==> config.mk <==
export PLATFORM = sky130hd
export DESIGN_NAME = issue_scoreboard
export DESIGN_NICKNAME = d
export VERILOG_FILES = /design/src/rtl/issue_scoreboard_pkg.sv /design/src/rtl/issue_scoreboard_slot.sv /design/src/rtl/issue_scoreboard.sv
export SDC_FILE = /design/constraint.sdc
export NUM_CORES = 1
export LEC_CHECK = 0
export ABC_AREA = 0
export CAP_MARGIN = 30
export CORE_UTILIZATION = 35
export DETAILED_ROUTE_END_ITERATION = 8
export PLACE_DENSITY = 0.51
export SLEW_MARGIN = 25
export SYNTH_ARGS = -nofsm -noshare
export SYNTH_HDL_FRONTEND = slang
export SYNTH_SLANG_ARGS = --single-unit
==> constraint.sdc <==
create_clock -name clk -period 4.08 [get_ports clk]
set_input_delay 0.816 -clock clk [delete_from_list [all_inputs] [get_ports clk]]
set_output_delay 0.816 -clock clk [all_outputs]
set_load 0.01 [all_outputs]
==> src/rtl/issue_scoreboard_pkg.sv <==
// Shared types for the issue scoreboard: control states, destination-file
// encodings, the per-slot view and the register-id helper.
package issue_scoreboard_pkg;

  typedef enum logic [1:0] {
    ST_RUN       = 2'd0,
    ST_CTRL_WAIT = 2'd1,
    ST_DRAIN     = 2'd2,
    ST_HALT      = 2'd3
  } sb_state_t;

  localparam logic [1:0] RW_NONE = 2'b00;
  localparam logic [1:0] RW_GPR  = 2'b01;
  localparam logic [1:0] RW_FPR  = 2'b10;

  // Slot view is sized for the widest supported latency field (LAT_W <= 8).
  localparam int REM_W = 8;

  typedef struct packed {
    logic             valid;
    logic [5:0]       dest;
    logic [REM_W-1:0] rem;
  } slot_t;

  function automatic logic [5:0] regid(input logic fpr, input logic [4:0] idx);
    return {fpr, idx};
  endfunction

endpackage

==> src/rtl/issue_scoreboard_slot.sv <==
// One in-flight operation slot: loaded with remaining latency, counts down,
// and expires (write-back) in the cycle its counter reads zero.
module sb_slot
  import issue_scoreboard_pkg::*;
#(
  parameter int LAT_W = 5
) (
  input  logic             clk,
  input  logic             rst,
  input  logic             load,
  input  logic [5:0]       load_dest,
  input  logic [LAT_W-1:0] load_rem,
  output slot_t            slot,
  output logic             expire
);

  logic             valid_q;
  logic [5:0]       dest_q;
  logic [LAT_W-1:0] rem_q;

  always_ff @(posedge clk or posedge rst) begin
    if (rst) begin
      valid_q <= 1'b0;
      dest_q  <= 6'd0;
      rem_q   <= '0;
    end else if (load) begin
      valid_q <= 1'b1;
      dest_q  <= load_dest;
      rem_q   <= load_rem;
    end else if (valid_q) begin
      // The expiring cycle still counts as valid so the dest stays pending.
      if (rem_q == '0) valid_q <= 1'b0;
      else             rem_q   <= rem_q - 1'b1;
    end
  end

  assign expire = valid_q && (rem_q == '0);
  assign slot   = {valid_q, dest_q, REM_W'(rem_q)};

endmodule

==> src/rtl/issue_scoreboard.sv <==
// In-order issue scoreboard: tracks pending destinations in ENTRIES latency
// slots, blocks RAW/WAW hazards and write-port collisions, sequences ctrl/halt.
module issue_scoreboard
  import issue_scoreboard_pkg::*;
#(
  parameter int ENTRIES = 4,
  parameter int LAT_W   = 5
) (
  input  logic             clk,
  input  logic             rstn,
  input  logic             dec_valid,
  input  logic [5:0]       dec_rs,
  input  logic [5:0]       dec_rt,
  input  logic [4:0]       dec_rd,
  input  logic [1:0]       dec_rw,
  input  logic [LAT_W-1:0] dec_lat,
  input  logic             dec_ctrl,
  input  logic             dec_stop,
  input  logic             br_resolved,
  output logic             issue,
  output logic             stall,
  output logic             wb_valid,
  output logic [5:0]       wb_dest,
  output logic             halted,
  output logic             busy,
  output logic [1:0]       dbg_state
);

  // Handshake: the decoder holds dec_* stable while dec_valid=1; the
  // instruction is consumed in exactly the cycle issue=1, otherwise stall=1.

  sb_state_t          state;
  slot_t              slots [ENTRIES];
  logic [ENTRIES-1:0] slot_valid;
  logic [ENTRIES-1:0] slot_expire;
  logic [ENTRIES-1:0] alloc_oh;
  logic [ENTRIES-1:0] slot_load;
  logic [63:0]        pending;
  logic [LAT_W-1:0]   lat_eff;
  logic [LAT_W-1:0]   load_rem;
  logic [5:0]         dest_id;
  logic               tracked;
  logic               rs_pend, rt_pend, waw, collide, found;

  for (genvar i = 0; i < ENTRIES; i++) begin : g_slot
    sb_slot #(.LAT_W(LAT_W)) u_slot (
      .clk       (clk),
      .rst       (rstn),
      .load      (slot_load[i]),
      .load_dest (dest_id),
      .load_rem  (load_rem),
      .slot      (slots[i]),
      .expire    (slot_expire[i])
    );
    assign slot_valid[i] = slots[i].valid;
  end

  always_comb begin
    pending = '0;
    for (int i = 0; i < ENTRIES; i++)
      if (slots[i].valid) pending[slots[i].dest] = 1'b1;
  end

  always_comb begin
    lat_eff  = (dec_lat == '0) ? LAT_W'(1) : dec_lat;
    load_rem = lat_eff - LAT_W'(1);
    dest_id  = regid(dec_rw == RW_FPR, dec_rd);
    tracked  = (dec_rw == RW_GPR || dec_rw == RW_FPR) && (dest_id != 6'd0);
    rs_pend  = (dec_rs != 6'd0) && pending[dec_rs];
    rt_pend  = (dec_rt != 6'd0) && pending[dec_rt];
    waw      = tracked && pending[dest_id];
    collide  = 1'b0;
    found    = 1'b0;
    alloc_oh = '0;
    for (int i = 0; i < ENTRIES; i++) begin
      // A slot with rem == L would share our write-back cycle.
      if (slots[i].valid && slots[i].rem == REM_W'(lat_eff)) collide = 1'b1;
      if (!slots[i].valid && !found) begin
        alloc_oh[i] = 1'b1;
        found       = 1'b1;
      end
    end
    issue     = (state == ST_RUN) && dec_valid && !rs_pend && !rt_pend &&
                !waw && found && !collide;
    stall     = dec_valid && !issue;
    slot_load = (issue && tracked) ? alloc_oh : '0;
  end

  always_comb begin
    wb_valid = |slot_expire;
    wb_dest  = 6'd0;
    for (int i = 0; i < ENTRIES; i++)
      if (slot_expire[i]) wb_dest = wb_dest | slots[i].dest;
  end

  always_ff @(posedge clk or posedge rstn) begin
    if (rstn) begin
      state <= ST_RUN;
    end else begin
      case (state)
        ST_RUN: begin
          if (issue && dec_stop)      state <= ST_DRAIN;
          else if (issue && dec_ctrl) state <= ST_CTRL_WAIT;
        end
        ST_CTRL_WAIT: if (br_resolved) state <= ST_RUN;
        // Halt once nothing survives this edge, i.e. right after the last write-back.
        ST_DRAIN:     if ((slot_valid & ~slot_expire) == '0) state <= ST_HALT;
        default:      state <= ST_HALT;
      endcase
    end
  end

  assign halted    = (state == ST_HALT);
  assign busy      = |slot_valid;
  assign dbg_state = state;

endmodule

Word level (Yosys, flattened, before mapping)

Index checks and enable logic that the tools add are counted.

Input port bits: 30
Bits in registers: 50
Output and inout bits: 13
Word-level logic and storage cells: 178

$lt $le $gt $ge: 11
Add/subtract/negate cells: 5
Eq/ne operators: 16
Reductions and logical operators: 61
Bitwise operators: 8
Mux-type cells: 64

Operator list:

| cell                | number |
|---|---|
| $mux 64             | 4 |
| $or 64x64->64       | 3 |
| $mux 5              | 13 |
| $lt 6x7->1 const B  | 7 |
| $mux 1              | 30 |
| $logic_and 1x1->1   | 29 |
| $logic_not 5->1     | 5 |
| $sub 5x1->5 const B | 5 |
| $demux 1 s6         | 4 |
| $ge 6x1->1 const B  | 4 |
| $mux 6              | 4 |
| $eq 5x5->1          | 4 |
| $bmux 1 s6          | 3 |
| $or 6x6->6          | 3 |
| $reduce_bool 6->1   | 3 |
| $ne 2x2->1 const B  | 6 |
| $logic_not 1->1     | 10 |
| $mux 2              | 4 |
| $reduce_and 2->1    | 4 |
| $reduce_bool 2->1   | 4 |
| $reduce_or 4->1     | 2 |
| $eq 2x2->1 const B  | 3 |
| $pmux 2 s3          | 1 |
| $and 4x4->4         | 1 |
| other kinds (8)     | 9 |

Logic depth before layout (Yosys ltp)

Word-level depth: 24
Depth in mapped cells: 13
Depth with buffers taken out: 12

Cells and area by module

Synthesis repeated with hierarchy kept, for this count alone.

Cells, all modules: 946
Area, all modules: 7200.7 µm²

By module, submodules not included:

| module           | cells each | area each (µm²) | sequential area each (µm²) | times used |
|---|---|---|---|---|
| issue_scoreboard | 726        | 4748.3          | 50.0                       | 1 |
| sb_slot          | 55         | 613.1           | 300.3                      | 4 |

Worst setup path after synthesis

No wires, ideal clock.

Path type: input to output
From: input port dec_lat[1]
To: output port stall
Arrival: 3.251 ns
Cell stages on the path: 10
Path slack: 0.013 ns
Required time: 3.264 ns
Path buffers: 1
Cell sequence: buf_2 nor4_2 or3_1 a2111oi_0 or4_1 a211oi_1 o211ai_1 nor4_2 nand3_4 and2_1

Cells in the longest elaborated chain, start to end: 12
Elaborated cells on any way between the ends: 18
Classes of those cells: 4 x eq/ne; 5 x mux; 9 x reduce/logical

Ends and longest elaborated chain:

| item                | RTL line               | text |
|---|---|---|
| start, declared     | issue_scoreboard.sv:16 | `input logic [LAT_W-1:0] dec_lat,` |
| $logic_not 5->1     | issue_scoreboard.sv:65 | `lat_eff = (dec_lat == '0) ? LAT_W'(1) : dec_lat;` |
| $mux 5 *            | issue_scoreboard.sv:65 |  |
| $eq 5x5->1          | issue_scoreboard.sv:77 | `if (slots[i].valid && slots[i].rem == REM_W'(lat_eff)) collide = 1'b1;` |
| $logic_and 1x1->1   | issue_scoreboard.sv:77 |  |
| $mux 1 (3 in a row) | issue_scoreboard.sv:77 |  |
| $mux 1 *            | issue_scoreboard.sv:77 |  |
| $logic_not 1->1 *   | issue_scoreboard.sv:84 | `!waw && found && !collide;` |
| $logic_and 1x1->1 * | issue_scoreboard.sv:84 |  |
| $logic_not 1->1 *   | issue_scoreboard.sv:85 | `stall = dec_valid && !issue;` |
| $logic_and 1x1->1 * | issue_scoreboard.sv:85 |  |
| end, declared       | issue_scoreboard.sv:21 | `output logic stall,` |

Mark *: on every way between the ends. The rest lies on a longest branch, timed or not.

Final worst setup path

From: register g_slot[3].u_slot.valid_q
To: output port stall

Cells in the longest elaborated chain, start to end: 12
Elaborated cells on any way between the ends: 26
Classes of those cells: 9 x mux; 17 x reduce/logical

Ends and longest elaborated chain:

| item                           | RTL line                    | text |
|---|---|---|
| start, declared                | issue_scoreboard_slot.sv:17 | `logic valid_q;` |
| start signal, assigned         | issue_scoreboard_slot.sv:23 | `valid_q <= 1'b0;` |
| start signal, assigned         | issue_scoreboard_slot.sv:27 | `valid_q <= 1'b1;` |
| start signal, assigned         | issue_scoreboard_slot.sv:32 | `if (rem_q == '0) valid_q <= 1'b0;` |
| $mux 64                        | issue_scoreboard.sv:61      | `if (slots[i].valid) pending[slots[i].dest] = 1'b1;` |
| $bmux 1 s6                     | issue_scoreboard.sv:69      | `rs_pend = (dec_rs != 6'd0) && pending[dec_rs];` |
| $mux 1 (not written as such)   | issue_scoreboard.sv:69      |  |
| $logic_and 1x1->1              | issue_scoreboard.sv:69      |  |
| $logic_not 1->1                | issue_scoreboard.sv:83      | `issue = (state == ST_RUN) && dec_valid && !rs_pend && !rt_pend &&` |
| $logic_and 1x1->1 (3 in a row) | issue_scoreboard.sv:83      |  |
| $logic_and 1x1->1              | issue_scoreboard.sv:84      |  |
| $logic_and 1x1->1 *            | issue_scoreboard.sv:84      |  |
| $logic_not 1->1 *              | issue_scoreboard.sv:85      |  |
| $logic_and 1x1->1 *            | issue_scoreboard.sv:85      |  |

Mark *: on every way between the ends. The rest lies on a longest branch, timed or not. The select of a mux whose other input is x is not followed.

==> run_results.csv <==
group,metric,value,unit
timing,tightest_slew,0.677,ns
worst_setup_path,critPathArrivalTime,3.35,ns
worst_setup_path,cp_data_required_time,3.26,ns
place,place_inst,1475,
final_layout,final_common_cell,"buf_4",
detailed_routing,antenna_left,0,
clock_tree,cts.clk_slew.worst_paths,0.07,ns
floorplanning,io-pin-count,43,
detailed_routing,drt-total-wl,37.2,mm
synthesis,ys.flop_type,"dfrtp_1",
synthesis,yosysUniqueCellTypes,73,
power_and_ir_drop,vdd_ir_drop_max,0.000253,V
worst_setup_path,crit_path_max_fanout,7,
synthesis,synth_edf_count,0,
power_and_ir_drop,power_leakage,4.19,nW
status,status,"complete, but fails checks",
floorplanning,core_area,18800,µm²
clock_tree,clock_latency,0.30,ns
synthesis,yosys-top-cells-area,"dfrtp_1 (19%), o22ai_1 (12%), nor3_1 (5.5%)",
synthesis,ys_seq_elements,50,
place,place_area,9940,µm²
worst_hold_path,hold_path.class,"flip-flop to flip-flop",
timing,hold_viol,0,
clock_tree,cts_root_buffer,"clkbuf_16",
global_route,grt_pass1_vias,9053,
global_route,antenna_found_initial,2,
final_layout,nNetsFinal,1294,
synthesis,synthCells,918,
detailed_routing,dr.pass1.iters,5,
synthesis,synth_top_area_frac,0.187,
detailed_routing,drc,0,
timing,post-route-period-util,1.02,
synthesis,synthArstFlopShare,1.00,
place,dp_slack,-0.946,ns
timing,setup_ws,-0.0897,ns
clock_tree,numCtsBuffers,5,
floorplanning,rows,50,
power_and_ir_drop,powerDensity,242,nW/µm²
global_route,grt_pass1_wl,55.7,mm
worst_setup_path,cp-end-kind,"primary output",
clock_tree,cts_hold_buf,0,
worst_setup_path,path_class,"flip-flop to primary output",
clock_tree,htreeDepth,2,
timing,max_freq,240,MHz
synthesis,synth_area,6700,µm²
place,portBuffers,42,
timing,slew_viol_final,0,
timing,timing.slew.headroom,0.547,
floorplanning,die_y,140,µm
final_layout,fill_cells,1742,
final_layout,drive_above_1_share,0.447,
clock_tree,cts_tree,"done",
status,violations,"negative setup slack",
final_layout,post-route-util,0.585,
detailed_routing,drt_iter0_drc,962,
place,hpwl,29.7,mm
clock_tree,cts.path.max_buffers,2,
synthesis,synth_nets,954,
timing,final-setup-viol-count,1,
floorplanning,dieArea,19700,µm²
final_layout,finalInstanceArea,11000,µm²
job,drv_cap,0,
global_route,grt_use_total,0.379,
timing,period_minus_slack,4.17,ns
timing,finalHoldWorstSlack,0.566,ns
final_layout,most-common-layout-cells,"buf_4 (364), o22ai_1 (101), nor3_1 (70), nand2_1 (67), nor2_1 (66)",
clock_tree,clkSinkCount,50,
detailed_routing,avgViaCountPerCell,6.37,
floorplanning,fp.dieW,140,µm
synthesis,syn_avg_cell_area,7.30,µm²
final_layout,syn_to_final_growth,63.7,%
worst_setup_path,start_kind,"flip-flop",
floorplanning,initial_core_util,0.357,
synthesis,yosys.area.top_type,"dfrtp_1",
synthesis,seq_area_frac_synth,0.187,
detailed_routing,num_vias,9511,
place,place.gp.congestion,1.10,
timing,rsz0062_at_grt,"true",
global_route,globalRouteOverflowTotal,0,
final_layout,instances_no_fill,1493,
timing,fin_skew,0.00761,ns
synthesis,ys_warn_count,0,
global_route,grt_max_degree,40,
detailed_routing,avgRoutedWirePerCell,24.9,µm
==> flip-flops by register name (all words and copies together) (netlist names) <==
register,flops
dbg_state,2
g_slot.u_slot.valid_q,4
g_slot.u_slot.rem_q,20
g_slot.u_slot.dest_q,24
==> report_power, final <==
part / internal [mW] / switching (mW) / leakage (nW)
sequential: 0.610 / 0.129 / 0.654
clock: 0.225 / 0.193 / 0.0640
combinational: 0.701 / 0.799 / 3.47
==> through the flow <==
step	TNS (ns)	total power, mW
final	-0.0897	2.66
after global routing	-0.253	2.80
after CTS	-0.0888	2.57
after detailed placement	-19.06	2.07
after global placement	-17.38	2.06
after floorplan	0	1.47
==> cells by family after synthesis <==
group,share of synthesized area
and+or+nand+nor,0.314
AOI/OAI and AO/OA,0.287
adders and majority gates,0.0112
DFF,0.187
buffers and inverters,0.0801
muxes,0.0847
xor gates and xnor gates,0.0366
==> cell type report <==
type | count | area, µm² | area share
diodes | 1 | 2.50 | 0.000228
inverters | 40 | 150 | 0.0137
flip-flops and latches | 50 | 1250 | 0.114
clock buffers | 7 | 133 | 0.0121
repair buffers | 426 | 3450 | 0.314
multi-input cells | 735 | 5690 | 0.519
well taps | 234 | 293 | 0.0267
==> synthesized netlist by cell type (all sizes together) (4+ instances only) <==
cell and count:
o22ai 128, nor2 84, nor3 75, nand2 67, clkbuf 65, dfrtp 50
inv 38, o21ai 36, buf 28, xnor2 25, nand3 24, nor4 23
a211oi 20, mux2 20, a2111oi 18, nand3b 16, mux2i 14, or3b 13
nand4b 12, a21oi 9, mux4 9, a31oi 8, nand4bb 8, o211ai 8
or3 8, nand4 7, or4b 7, a222oi 6, ha 6, nand2b 6
nor2b 6, or4 6, o311ai 5, a221oi 4, and2 4, o2111ai 4
o32ai 4, o41ai 4, or4bb 4
==> critical path, cell delays in order (launching register included) <==
cell	delay, ns
dfrtp_2	0.48
or4b_4	0.29
buf_6	0.11
nor4_2	0.03
or4_4	0.51
mux4_2	0.59
and2_4	0.18
o311a_4	0.31
o32ai_4	0.14
nand3_4	0.12
and2_4	0.18
buf_6	0.11
==> timing repair <==
action                     CTS  global route
setup endpoints to repair   34             8
gates resized for setup    111            80
pin swaps                   24            26
setup buffers                6             5
==> metal layers <==
metal | up-vias | share of wire | GRT usage
li1 | 4276 | - | -
met1 | 4584 | 0.42 | 0.513
met2 | 532 | 0.43 | 0.570
met3 | 119 | 0.10 | 0.0879
met4 | 0 | 0.047 | 0.169
met5 | - | 0 | 0
==> path summary, 6_finish.rpt <==
check	startpoint	endpoint	slack, ns	depth (start not counted)
min in group asynchronous	rstn	g_slot[0].u_slot.dest_q[2]	0.75	2
max in group asynchronous	rstn	g_slot[1].u_slot.valid_q	2.62	4
worst max-delay path	g_slot[3].u_slot.valid_q	stall	-0.09	11
worst min register to register	dbg_state[0]	dbg_state[0]	0.57	1
worst max register to register	g_slot[3].u_slot.valid_q	g_slot[2].u_slot.dest_q[2]	0.26	13
worst min-delay path	dbg_state[0]	dbg_state[0]	0.57	1
Note: power is estimated with default switching activity, not from simulation.
